File: config.mk
export PLATFORM = sky130hd
export DESIGN_NAME = miriscv_decode_stage
export DESIGN_NICKNAME = d
export VERILOG_FILES = /design/src/rtl/miriscv_decode_stage_pkg.sv /design/src/rtl/miriscv_decode_stage_decoder.sv /design/src/rtl/miriscv_decode_stage.sv
export SDC_FILE = /design/constraint.sdc
export NUM_CORES = 1
export LEC_CHECK = 0
export CAP_MARGIN = 20
export CORE_MARGIN = 2
export CORE_UTILIZATION = 48
export DETAILED_ROUTE_END_ITERATION = 16
export HOLD_SLACK_MARGIN = 0.08
export PLACE_DENSITY = 0.85
export SETUP_SLACK_MARGIN = 0.05
export SYNTH_ARGS = -nofsm -noshare
export SYNTH_HDL_FRONTEND = slang
export SYNTH_SLANG_ARGS = --single-unit
File: constraint.sdc
create_clock -name clk_i -period 3.8 [get_ports clk_i]
set_input_delay 0.38 -clock clk_i [delete_from_list [all_inputs] [get_ports clk_i]]
set_output_delay 0.38 -clock clk_i [all_outputs]
set_load 0.03 [all_outputs]
File: src/rtl/miriscv_decode_stage_pkg.sv
// Shared constants for the miriscv decode stage: ALU operator codes, RV32I opcodes,
// operand-select encodings and the decoded bundle carried into execute.
package miriscv_decode_stage_pkg;

    localparam int ALU_OP_WIDTH = 6;

    localparam logic [ALU_OP_WIDTH-1:0] ALU_ADD = 6'b011000;
    localparam logic [ALU_OP_WIDTH-1:0] ALU_SUB = 6'b011001;
    localparam logic [ALU_OP_WIDTH-1:0] ALU_XOR = 6'b101111;
    localparam logic [ALU_OP_WIDTH-1:0] ALU_OR  = 6'b101110;
    localparam logic [ALU_OP_WIDTH-1:0] ALU_AND = 6'b010101;
    localparam logic [ALU_OP_WIDTH-1:0] ALU_SRA = 6'b100100;
    localparam logic [ALU_OP_WIDTH-1:0] ALU_SRL = 6'b100101;
    localparam logic [ALU_OP_WIDTH-1:0] ALU_SLL = 6'b100111;
    localparam logic [ALU_OP_WIDTH-1:0] ALU_LTS = 6'b000000;
    localparam logic [ALU_OP_WIDTH-1:0] ALU_LTU = 6'b000001;
    localparam logic [ALU_OP_WIDTH-1:0] ALU_GES = 6'b001010;
    localparam logic [ALU_OP_WIDTH-1:0] ALU_GEU = 6'b001011;
    localparam logic [ALU_OP_WIDTH-1:0] ALU_EQ  = 6'b001100;
    localparam logic [ALU_OP_WIDTH-1:0] ALU_NE  = 6'b001101;

    localparam logic [6:0] OPC_OP       = 7'b0110011;
    localparam logic [6:0] OPC_OP_IMM   = 7'b0010011;
    localparam logic [6:0] OPC_LUI      = 7'b0110111;
    localparam logic [6:0] OPC_AUIPC    = 7'b0010111;
    localparam logic [6:0] OPC_JAL      = 7'b1101111;
    localparam logic [6:0] OPC_JALR     = 7'b1100111;
    localparam logic [6:0] OPC_BRANCH   = 7'b1100011;
    localparam logic [6:0] OPC_LOAD     = 7'b0000011;
    localparam logic [6:0] OPC_STORE    = 7'b0100011;
    localparam logic [6:0] OPC_MISC_MEM = 7'b0001111;
    localparam logic [6:0] OPC_SYSTEM   = 7'b1110011;

    localparam logic [1:0] OP_A_RS1     = 2'd0;
    localparam logic [1:0] OP_A_CURR_PC = 2'd1;
    localparam logic [1:0] OP_A_ZERO    = 2'd2;

    localparam logic [2:0] OP_B_RS2     = 3'd0;
    localparam logic [2:0] OP_B_IMM     = 3'd1;
    localparam logic [2:0] OP_B_INCR    = 3'd2;

    typedef struct packed {
        logic [ALU_OP_WIDTH-1:0] alu_op;
        logic [1:0]              a_sel;
        logic [2:0]              b_sel;
        logic [31:0]             imm;
        logic                    gpr_we;
        logic                    mem_req;
        logic                    mem_we;
        logic [2:0]              mem_size;
        logic                    branch;
        logic                    jal;
        logic                    jalr;
        logic                    illegal;
    } decode_bundle_t;

    // Quiet bundle: everything zero except the ALU defaulting to an add.
    function automatic decode_bundle_t reset_bundle();
        decode_bundle_t b;
        b        = '0;
        b.alu_op = ALU_ADD;
        return b;
    endfunction

endpackage

File: src/rtl/miriscv_decode_stage_decoder.sv
// Purely combinational RV32I decoder: one instruction word in, one control bundle out.
module miriscv_decoder
    import miriscv_decode_stage_pkg::*;
(
    input  logic [31:0]    instr,
    output decode_bundle_t bundle
);

    logic [6:0]  opcode;
    logic [2:0]  funct3;
    logic [6:0]  funct7;
    logic [31:0] imm_i;
    logic [31:0] imm_s;
    logic [31:0] imm_b;
    logic [31:0] imm_u;
    logic [31:0] imm_j;
    logic        ill;

    assign opcode = instr[6:0];
    assign funct3 = instr[14:12];
    assign funct7 = instr[31:25];

    assign imm_i = {{20{instr[31]}}, instr[31:20]};
    assign imm_s = {{20{instr[31]}}, instr[31:25], instr[11:7]};
    assign imm_b = {{19{instr[31]}}, instr[31], instr[7], instr[30:25], instr[11:8], 1'b0};
    assign imm_u = {instr[31:12], 12'b0};
    assign imm_j = {{11{instr[31]}}, instr[31], instr[19:12], instr[20], instr[30:21], 1'b0};

    always_comb begin
        ill    = 1'b0;
        bundle = reset_bundle();
        if (instr[1:0] != 2'b11) begin
            ill = 1'b1;
        end else begin
            case (opcode)
                OPC_OP: begin
                    bundle.gpr_we = 1'b1;
                    if (funct7 == 7'b0000000) begin
                        case (funct3)
                            3'b000:  bundle.alu_op = ALU_ADD;
                            3'b001:  bundle.alu_op = ALU_SLL;
                            3'b010:  bundle.alu_op = ALU_LTS;
                            3'b011:  bundle.alu_op = ALU_LTU;
                            3'b100:  bundle.alu_op = ALU_XOR;
                            3'b101:  bundle.alu_op = ALU_SRL;
                            3'b110:  bundle.alu_op = ALU_OR;
                            default: bundle.alu_op = ALU_AND;
                        endcase
                    end else if (funct7 == 7'b0100000 && funct3 == 3'b000) begin
                        bundle.alu_op = ALU_SUB;
                    end else if (funct7 == 7'b0100000 && funct3 == 3'b101) begin
                        bundle.alu_op = ALU_SRA;
                    end else begin
                        ill = 1'b1;
                    end
                end
                OPC_OP_IMM: begin
                    bundle.b_sel  = OP_B_IMM;
                    bundle.imm    = imm_i;
                    bundle.gpr_we = 1'b1;
                    case (funct3)
                        3'b000: bundle.alu_op = ALU_ADD;
                        3'b010: bundle.alu_op = ALU_LTS;
                        3'b011: bundle.alu_op = ALU_LTU;
                        3'b100: bundle.alu_op = ALU_XOR;
                        3'b110: bundle.alu_op = ALU_OR;
                        3'b111: bundle.alu_op = ALU_AND;
                        3'b001: begin
                            if (funct7 == 7'b0000000) bundle.alu_op = ALU_SLL;
                            else                      ill = 1'b1;
                        end
                        default: begin
                            if (funct7 == 7'b0000000)      bundle.alu_op = ALU_SRL;
                            else if (funct7 == 7'b0100000) bundle.alu_op = ALU_SRA;
                            else                           ill = 1'b1;
                        end
                    endcase
                end
                OPC_LUI: begin
                    bundle.a_sel  = OP_A_ZERO;
                    bundle.b_sel  = OP_B_IMM;
                    bundle.imm    = imm_u;
                    bundle.gpr_we = 1'b1;
                end
                OPC_AUIPC: begin
                    bundle.a_sel  = OP_A_CURR_PC;
                    bundle.b_sel  = OP_B_IMM;
                    bundle.imm    = imm_u;
                    bundle.gpr_we = 1'b1;
                end
                OPC_JAL: begin
                    bundle.a_sel  = OP_A_CURR_PC;
                    bundle.b_sel  = OP_B_INCR;
                    bundle.imm    = imm_j;
                    bundle.jal    = 1'b1;
                    bundle.gpr_we = 1'b1;
                end
                OPC_JALR: begin
                    bundle.a_sel  = OP_A_CURR_PC;
                    bundle.b_sel  = OP_B_INCR;
                    bundle.imm    = imm_i;
                    bundle.jalr   = 1'b1;
                    bundle.gpr_we = 1'b1;
                    if (funct3 != 3'b000) ill = 1'b1;
                end
                OPC_BRANCH: begin
                    bundle.imm    = imm_b;
                    bundle.branch = 1'b1;
                    case (funct3)
                        3'b000:  bundle.alu_op = ALU_EQ;
                        3'b001:  bundle.alu_op = ALU_NE;
                        3'b100:  bundle.alu_op = ALU_LTS;
                        3'b101:  bundle.alu_op = ALU_GES;
                        3'b110:  bundle.alu_op = ALU_LTU;
                        3'b111:  bundle.alu_op = ALU_GEU;
                        default: ill = 1'b1;
                    endcase
                end
                OPC_LOAD: begin
                    bundle.b_sel    = OP_B_IMM;
                    bundle.imm      = imm_i;
                    bundle.mem_req  = 1'b1;
                    bundle.mem_size = funct3;
                    bundle.gpr_we   = 1'b1;
                    if (funct3 == 3'b011 || funct3 == 3'b110 || funct3 == 3'b111) ill = 1'b1;
                end
                OPC_STORE: begin
                    bundle.b_sel    = OP_B_IMM;
                    bundle.imm      = imm_s;
                    bundle.mem_req  = 1'b1;
                    bundle.mem_we   = 1'b1;
                    bundle.mem_size = funct3;
                    if (funct3[2] || funct3 == 3'b011) ill = 1'b1;
                end
                OPC_MISC_MEM: begin
                    // FENCE has nothing to order in this core: pass it through as a NOP.
                end
                OPC_SYSTEM: ill = 1'b1;
                default:    ill = 1'b1;
            endcase
        end
        if (ill) begin
            bundle         = reset_bundle();
            bundle.illegal = 1'b1;
        end
    end

endmodule

File: src/rtl/miriscv_decode_stage.sv
// Registered decode stage: one pipeline register around miriscv_decoder with
// valid/ready handshakes toward fetch and execute, plus flush.
module miriscv_decode_stage
    import miriscv_decode_stage_pkg::*;
#(
    parameter logic [31:0] RESET_PC = 32'h0000_0000
) (
    input  logic                    clk_i,
    input  logic                    arstn_i,
    input  logic                    flush_i,
    input  logic                    instr_valid_i,
    output logic                    instr_ready_o,
    input  logic [31:0]             instr_i,
    input  logic [31:0]             pc_i,
    output logic                    ex_valid_o,
    input  logic                    ex_ready_i,
    output logic [31:0]             pc_o,
    output logic [ALU_OP_WIDTH-1:0] alu_op_o,
    output logic [1:0]              a_sel_o,
    output logic [2:0]              b_sel_o,
    output logic [31:0]             imm_o,
    output logic [4:0]              rs1_addr_o,
    output logic [4:0]              rs2_addr_o,
    output logic [4:0]              rd_addr_o,
    output logic                    gpr_we_o,
    output logic                    mem_req_o,
    output logic                    mem_we_o,
    output logic [2:0]              mem_size_o,
    output logic                    branch_o,
    output logic                    jal_o,
    output logic                    jalr_o,
    output logic                    illegal_instr_o
);

    decode_bundle_t dec;
    decode_bundle_t bundle_q;
    logic           load;

    miriscv_decoder u_decoder (
        .instr  (instr_i),
        .bundle (dec)
    );

    // Handshake: a transfer happens on a rising edge where valid && ready; the
    // producer holds its payload stable while valid is high and ready is low.
    // The register is free when empty or when execute drains it this cycle.
    assign instr_ready_o = !ex_valid_o || ex_ready_i;
    assign load          = instr_valid_i && instr_ready_o && !flush_i;

    always_ff @(posedge clk_i or negedge arstn_i) begin
        if (!arstn_i) begin
            ex_valid_o <= 1'b0;
            pc_o       <= RESET_PC;
            bundle_q   <= reset_bundle();
            rs1_addr_o <= 5'd0;
            rs2_addr_o <= 5'd0;
            rd_addr_o  <= 5'd0;
        end else if (flush_i) begin
            ex_valid_o <= 1'b0;
        end else if (load) begin
            ex_valid_o <= 1'b1;
            pc_o       <= pc_i;
            bundle_q   <= dec;
            rs1_addr_o <= instr_i[19:15];
            rs2_addr_o <= instr_i[24:20];
            rd_addr_o  <= instr_i[11:7];
        end else if (ex_ready_i) begin
            ex_valid_o <= 1'b0;
        end
    end

    assign alu_op_o        = bundle_q.alu_op;
    assign a_sel_o         = bundle_q.a_sel;
    assign b_sel_o         = bundle_q.b_sel;
    assign imm_o           = bundle_q.imm;
    assign gpr_we_o        = bundle_q.gpr_we;
    assign mem_req_o       = bundle_q.mem_req;
    assign mem_we_o        = bundle_q.mem_we;
    assign mem_size_o      = bundle_q.mem_size;
    assign branch_o        = bundle_q.branch;
    assign jal_o           = bundle_q.jal;
    assign jalr_o          = bundle_q.jalr;
    assign illegal_instr_o = bundle_q.illegal;

endmodule

==> results of run 1 <==
power by group through the flow:
stage | Clock (mW) | Sequential, mW | Combinational (mW)
floorplan | 0 | 1.36 | 0.152
CTS | 0.644 | 1.18 | 0.621
detailed placement | 0 | 1.21 | 0.619
global route | 0.689 | 1.19 | 0.663
finish | 0.627 | 1.18 | 0.617
global placement | 0 | 1.20 | 0.610
worst paths after layout:
path | to | cells past startpoint
hold / removal | pc_o[25] | 1
min in group clk_i | pc_o[9] | 2
setup / recovery | alu_op_o[4] | 8
hold reg to reg | pc_o[9] | 2
max in group asynchronous | pc_o[9] | 2
setup reg to reg | alu_op_o[2] | 5
cells by family (layout without fill, tap and decap cells):
logic type	after synthesis	count (layout)	synth area share, %
and+or+nand+nor	267	267	24.6
AOI/OAI and AO/OA	119	119	16.7
DFF	100	100	53.8
buffers and inverters	42	197	4.24
xor gates and xnor gates	2	2	0.376
other	1	1	0.0805
muxes	1	1	0.215
layer usage:
layer | track usage, % | wire [µm]
met5 | 0 | 0
met3 | 7.80 | 1280
met2 | 44.4 | 6740
met4 | 7.90 | 199
met1 | 35.4 | 5860
worst register-to-register path: cells and delay by family (launching register included):
family | cells | cell delay, ns
AO/OA/AOI/OAI | 2 | 0.85
buffers and inverters | 1 | 0.08
flip-flops | 1 | 0.38
AND/OR/NAND/NOR | 2 | 0.78
state kept, by name, summed over array words and instances (netlist names), 2 cells and up:
name and flops:
a_sel_o 2, alu_op_o 6, b_sel_o 2, imm_o 32, mem_size_o 3, pc_o 32
rd_addr_o 5, rs1_addr_o 5, rs2_addr_o 5
final cells by class:
type | instances | area (µm²) | share of cell area (%)
Inverter | 4 | 15.0 | 0.229
Tap cell | 129 | 161 | 2.46
Sequential cell | 100 | 2500 | 38.2
Clock inverter | 5 | 41.3 | 0.629
Clock buffer | 11 | 131 | 2.00
Timing Repair Buffer | 177 | 1750 | 26.6
Multi-Input combinational cell | 390 | 1960 | 29.9
cell usage in the layout, fill, tap and decap left out, types with 2 or more instances in the layout:
| master | count |
|---|---|
| dfstp_2 | 2 |
| o31ai_1 | 3 |
| nor3_1 | 6 |
| buf_4 | 9 |
| o21ai_1 | 22 |
| nor2_1 | 28 |
| a22o_1 | 3 |
| xnor2_1 | 2 |
| clkinvlp_4 | 2 |
| nor2b_1 | 7 |
| o32a_1 | 2 |
| nand4_1 | 2 |
| dfrtp_1 | 98 |
| nand3b_1 | 2 |
| and3_1 | 2 |
| clkbuf_8 | 9 |
| o21ai_0 | 21 |
| a31oi_1 | 5 |
| or3_1 | 3 |
| clkdlybuf4s50_1 | 168 |
| nand2_1 | 194 |
| a22oi_1 | 5 |
| nand3_1 | 3 |
| inv_6 | 3 |
| a2111oi_0 | 3 |
| a21oi_1 | 29 |
| a311oi_1 | 2 |
| inv_1 | 4 |
| a32o_1 | 11 |
| clkbuf_1 | 2 |
| and2_1 | 7 |
==> flow_metrics.env, run 1 <==
export IMPL_clock_power_share_pct=25.8
export IMPL_synth_nets=601
export IMPL_initial_utilization_pct=49.9
export IMPL_netlist_area_mm2=0.00466
export IMPL_synth_commonest_cells="nand2_1, dfrtp_1, a21oi_1"
export IMPL_gp_congestion=0.845
export IMPL_ys_ff_latch=100
export IMPL_layout_min_cycle_time_ns=2.61
export IMPL_synthCells=532
export IMPL_final_period_utilization_pct=68.8
export IMPL_synth_top_area_share_pct=52.7
export IMPL_dpl_hpwl_um=10200
export IMPL_intPower_mw=1.64
export IMPL_final_nets=751
export IMPL_fill_cells=738
export IMPL_rsz0062_at_grt="false"
export IMPL_clkSlewWorstSetupHoldPaths_ns=0.10
export IMPL_final_core_util_pct=70.4
export IMPL_route_detailed_drc=0
export IMPL_rows=35
export IMPL_htree_levels=3
export IMPL_worstPathArrival_ns=2.91
export IMPL_netlist_cell_type_count=58
export IMPL_yosysSeqAreaShare_pct=53.8
export IMPL_coreArea_mm2=0.00933
export IMPL_rr_startpoint="ex_valid_o"
export IMPL_grt_first_pass_wirelength_um=22100
export IMPL_vias_per_cell=5.44
export IMPL_worst_ir_drop_vdd_v=0.000177
export IMPL_clock_path_buffers=2
export IMPL_root_buffer="clkbuf_8"
export IMPL_yosysMostFrequentCell="nand2_1"
export IMPL_tritoncts="built"
export IMPL_pwr_share_comb_pct=25.4
export IMPL_yosysTopAreaCell="dfrtp_1"
export IMPL_dr_pass1_iters=4
export IMPL_cts_sinks=100
export IMPL_dr_first_iter_drc_count=184
export IMPL_switching_share_pct=32.5
export IMPL_cts_hold_fix_buffers=0
export IMPL_antenna_found_initial=0
export IMPL_dp_slack_ns=0.821
export IMPL_power_mw=2.43
export IMPL_dr_total_vias=4440
export IMPL_cts_setup_buffers=0
export IMPL_cp_start_kind="input pin"
export IMPL_drv_slew=0
export IMPL_clock_latency_ns=0.36
export IMPL_cts_resized=0
export IMPL_hold_violations=0
export IMPL_drt_total_wl_um=14100
export IMPL_power_frac_seq_pct=48.7
export IMPL_antenna_cells=0
export IMPL_status="finished, final reports clean"
export IMPL_dp_cells=800
export IMPL_tightest_slew_ns=1.01
export IMPL_placed_cell_area_mm2=0.00639
export IMPL_fmax_mhz=382
export IMPL_final_setup_tns_ns=0
export IMPL_critical_path_required_ns=4.10
export IMPL_cts_buffers=9
export IMPL_postSynthAreaPerCell_um2=8.75
export IMPL_wl_per_cell_um=17.3
export IMPL_critPathLaunch="instr_i[5]"
export IMPL_grt_max_degree=79
export IMPL_power_density_mw_per_mm2=370
export IMPL_crit_top_cell="o21ai_1"
export IMPL_path_buf_inv=2
export IMPL_grt_overflow=0
export IMPL_drive_gt1_share_pct=5.09
export IMPL_die_h_um=103
export IMPL_synth_main_ff_cell="dfrtp_1"
export IMPL_grt_pass1_vias=4314
export IMPL_yosysWarningCount=0
export IMPL_finalNonFillerCells=816
export IMPL_max_slew_margin_rel_pct=32.9
export IMPL_critPathMaxFanout=16
export IMPL_portBuffers=169
export IMPL_synth_area_leaders="dfrtp_1, nand2_1, a21oi_1"
export IMPL_whs_ns=0.128
export IMPL_cpLargestDelayFamily="compound AO/OA/AOI/OAI gates"
export IMPL_hp_class="in2async"
export IMPL_finalSetupViolCount=0
export IMPL_synth_edff_count=0
export IMPL_grt_use_total_pct=27.1
export IMPL_synthArstFlopShare_pct=100
export IMPL_drv_cap=0
export IMPL_detail_route_antenna_nets=0
export IMPL_end_kind="flop"
export IMPL_p_leak_nw=2.81
export IMPL_reg2reg_slack_ns=1.58
export IMPL_ios=171
export IMPL_syn_to_final_growth_pct=40.9
export IMPL_path_cells="clkdlybuf4s50_1 > buf_4 > nor2_1 > o21ai_1 > a2111oi_2 > o21ai_1 > nand3_2 > o32a_1"
export IMPL_critPathMaxStageDelay_ns=0.75
export IMPL_fin_ws_ns=1.19
export IMPL_critPathSlowestCell="clkdlybuf4s50_1"
export IMPL_die_x_um=103
export IMPL_fin_worst_skew_ns=0.0135
export IMPL_p_sw_uw=788
export IMPL_finalInstanceArea_mm2=0.00656
export IMPL_die_area_mm2=0.0105
export IMPL_critPathKind="in2reg"
No activity file was read; power rests on OpenSTA's default activity.
==> inputs of run 2 (changes only) <==
- CORE_UTILIZATION: 48 -> 45
- PLACE_DENSITY: 0.85 -> 0.81
- clock period: 3.8 -> 2.49 ns (I/O delays scaled with it)
==> flow_metrics.env, run 2 (synthesized netlist as in run 1, its figures left out) <==
export IMPL_final_nets=797
export IMPL_dp_slack_ns=0.0765
export IMPL_die_x_um=106
export IMPL_pwr_share_comb_pct=26.0
export IMPL_coreArea_mm2=0.0102
export IMPL_tightest_slew_ns=0.625
export IMPL_reg2reg_slack_ns=0.50
export IMPL_final_period_utilization_pct=83.2
export IMPL_power_density_mw_per_mm2=547
export IMPL_dpl_hpwl_um=11500
export IMPL_switching_share_pct=32.0
export IMPL_rsz0062_at_grt="false"
export IMPL_antenna_cells=0
export IMPL_grt_use_total_pct=27.3
export IMPL_cts_resized=0
export IMPL_dr_first_iter_drc_count=266
export IMPL_htree_levels=3
export IMPL_portBuffers=169
export IMPL_cts_setup_buffers=0
export IMPL_worst_r2r_cell_count=7
export IMPL_crit_top_cell="o21ai_1"
export IMPL_ios=171
export IMPL_clock_power_share_pct=26.5
export IMPL_holdPathStages=3
export IMPL_die_h_um=106
export IMPL_status="finished, final reports clean"
export IMPL_critPathKind="in2reg"
export IMPL_vias_per_cell=5.30
export IMPL_p_sw_mw=1.22
export IMPL_max_slew_margin_rel_pct=58.3
export IMPL_whs_ns=0.404
export IMPL_detail_route_antenna_nets=0
export IMPL_grt_pass1_vias=4549
export IMPL_drv_cap=0
export IMPL_dr_pass1_iters=5
export IMPL_cp_start_kind="input pin"
export IMPL_path_buf_inv=1
export IMPL_critical_path_required_ns=2.75
export IMPL_root_buffer="clkbuf_8"
export IMPL_path_cells="clkdlybuf4s50_1 > nor2_1 > o21ai_1 > a2111oi_2 > o21ai_1 > and3_4 > a32o_1"
export IMPL_tritoncts="built"
export IMPL_final_core_util_pct=68.4
export IMPL_clkSlewWorstSetupHoldPaths_ns=0.10
export IMPL_power_frac_seq_pct=47.4
export IMPL_intPower_mw=2.59
export IMPL_grt_first_pass_wirelength_um=23800
export IMPL_dr_total_vias=4603
export IMPL_crit_cells=7
export IMPL_critPathMaxFanout=13
export IMPL_grt_overflow=0
export IMPL_route_detailed_drc=0
export IMPL_worst_ir_drop_vdd_v=0.000271
export IMPL_layout_common_cells="nand2_1, clkdlybuf4s50_1, dfrtp_1"
export IMPL_finalNonFillerCells=869
export IMPL_cts_buffers=9
export IMPL_layout_min_cycle_time_ns=2.07
export IMPL_gp_congestion=0.909
export IMPL_hold_violations=0
export IMPL_die_area_mm2=0.0112
export IMPL_grt_max_degree=69
export IMPL_final_setup_tns_ns=0
export IMPL_wl_per_cell_um=17.4
export IMPL_drv_slew=0
export IMPL_drt_total_wl_um=15100
export IMPL_end_kind="flop"
export IMPL_hp_class="in2reg"
export IMPL_fin_ws_ns=0.419
export IMPL_finalSetupViolCount=0
export IMPL_p_leak_nw=3.05
export IMPL_worstPathArrival_ns=2.33
export IMPL_clock_latency_ns=0.36
export IMPL_cpLargestDelayFamily="compound AO/OA/AOI/OAI gates"
export IMPL_clock_path_buffers=2
export IMPL_dp_cells=852
export IMPL_cts_sinks=100
export IMPL_fin_worst_skew_ns=0.0148
export IMPL_final_common_cell="nand2_1"
export IMPL_critPathMaxStageDelay_ns=0.58
export IMPL_antenna_found_initial=0
export IMPL_syn_to_final_growth_pct=49.6
export IMPL_rows=37
export IMPL_fmax_mhz=483
export IMPL_critPathSlowestCell="clkdlybuf4s50_1"
export IMPL_drive_gt1_share_pct=11.2
export IMPL_initial_utilization_pct=45.7
## run 2: changes by cell type in the layout (fill, tap and decap cells not counted), sizes merged
cell	previous run	this run
clkinvlp	2	3
dlygate4sd3	0	1
buf	9	54
inv	7	6
## run 2: timing repair
action	in CTS	in global routing
hold endpoints to repair	50	0
setup endpoints to repair	0	0
hold buffers	1	0
## run 2: through the flow
stage          power (mW)  instance area [µm²]
6_report             3.81                 6970
5_1_grt              3.98                 6970
4_1_cts              3.83                 6970
3_5_place_dp         2.84                 6760
3_3_place_gp         2.81                 6760
2_1_floorplan        2.31                 4660
## run 2: metal layers
layer  track usage [%]  wire length, µm  vias up
met3              6.62             1040       32
li1                  -                -     2188
met2              45.1             7290      203
met5                 0                0        -
met1              34.3             6300     2180
met4              11.6              493        0
## run 2: power groups by stage
stage,Combinational (mW),Sequential (mW),Clock (mW)
2_1_floorplan,0.232,2.08,0
3_3_place_gp,0.980,1.83,0
3_5_place_dp,0.993,1.84,0
4_1_cts,0.998,1.81,1.02
5_1_grt,1.06,1.82,1.09
6_report,0.993,1.81,1.01
## run 2: area by class of cell
type	instances	area, µm²
inverter	4	15.0
sequential	100	2500
multi-input combinational	390	1960
clock buffer	11	151
fill	824	3220
timing repair buffer	223	2120
clock inverter	5	42.5
tap	136	170
## run 2: final timing paths
kind | from | to
worst max register to register | ex_valid_o | imm_o[20]
worst max-delay path | instr_i[6] | jalr_o
worst min register to register | a_sel_o[1] | a_sel_o[1]
worst min-delay path | pc_i[26] | pc_o[26]
min in group asynchronous | arstn_i | pc_o[12]
max in group asynchronous | arstn_i | imm_o[11]
## run 2: worst reg2reg max path, cell delays in order, from the launching register on
cell,delay (ns)
dfrtp_1,0.39
nor2b_1,0.18
nor3b_4,0.25
nand4_1,0.18
a211oi_4,0.30
nand3_2,0.20
buf_4,0.22
o21ai_0,0.18
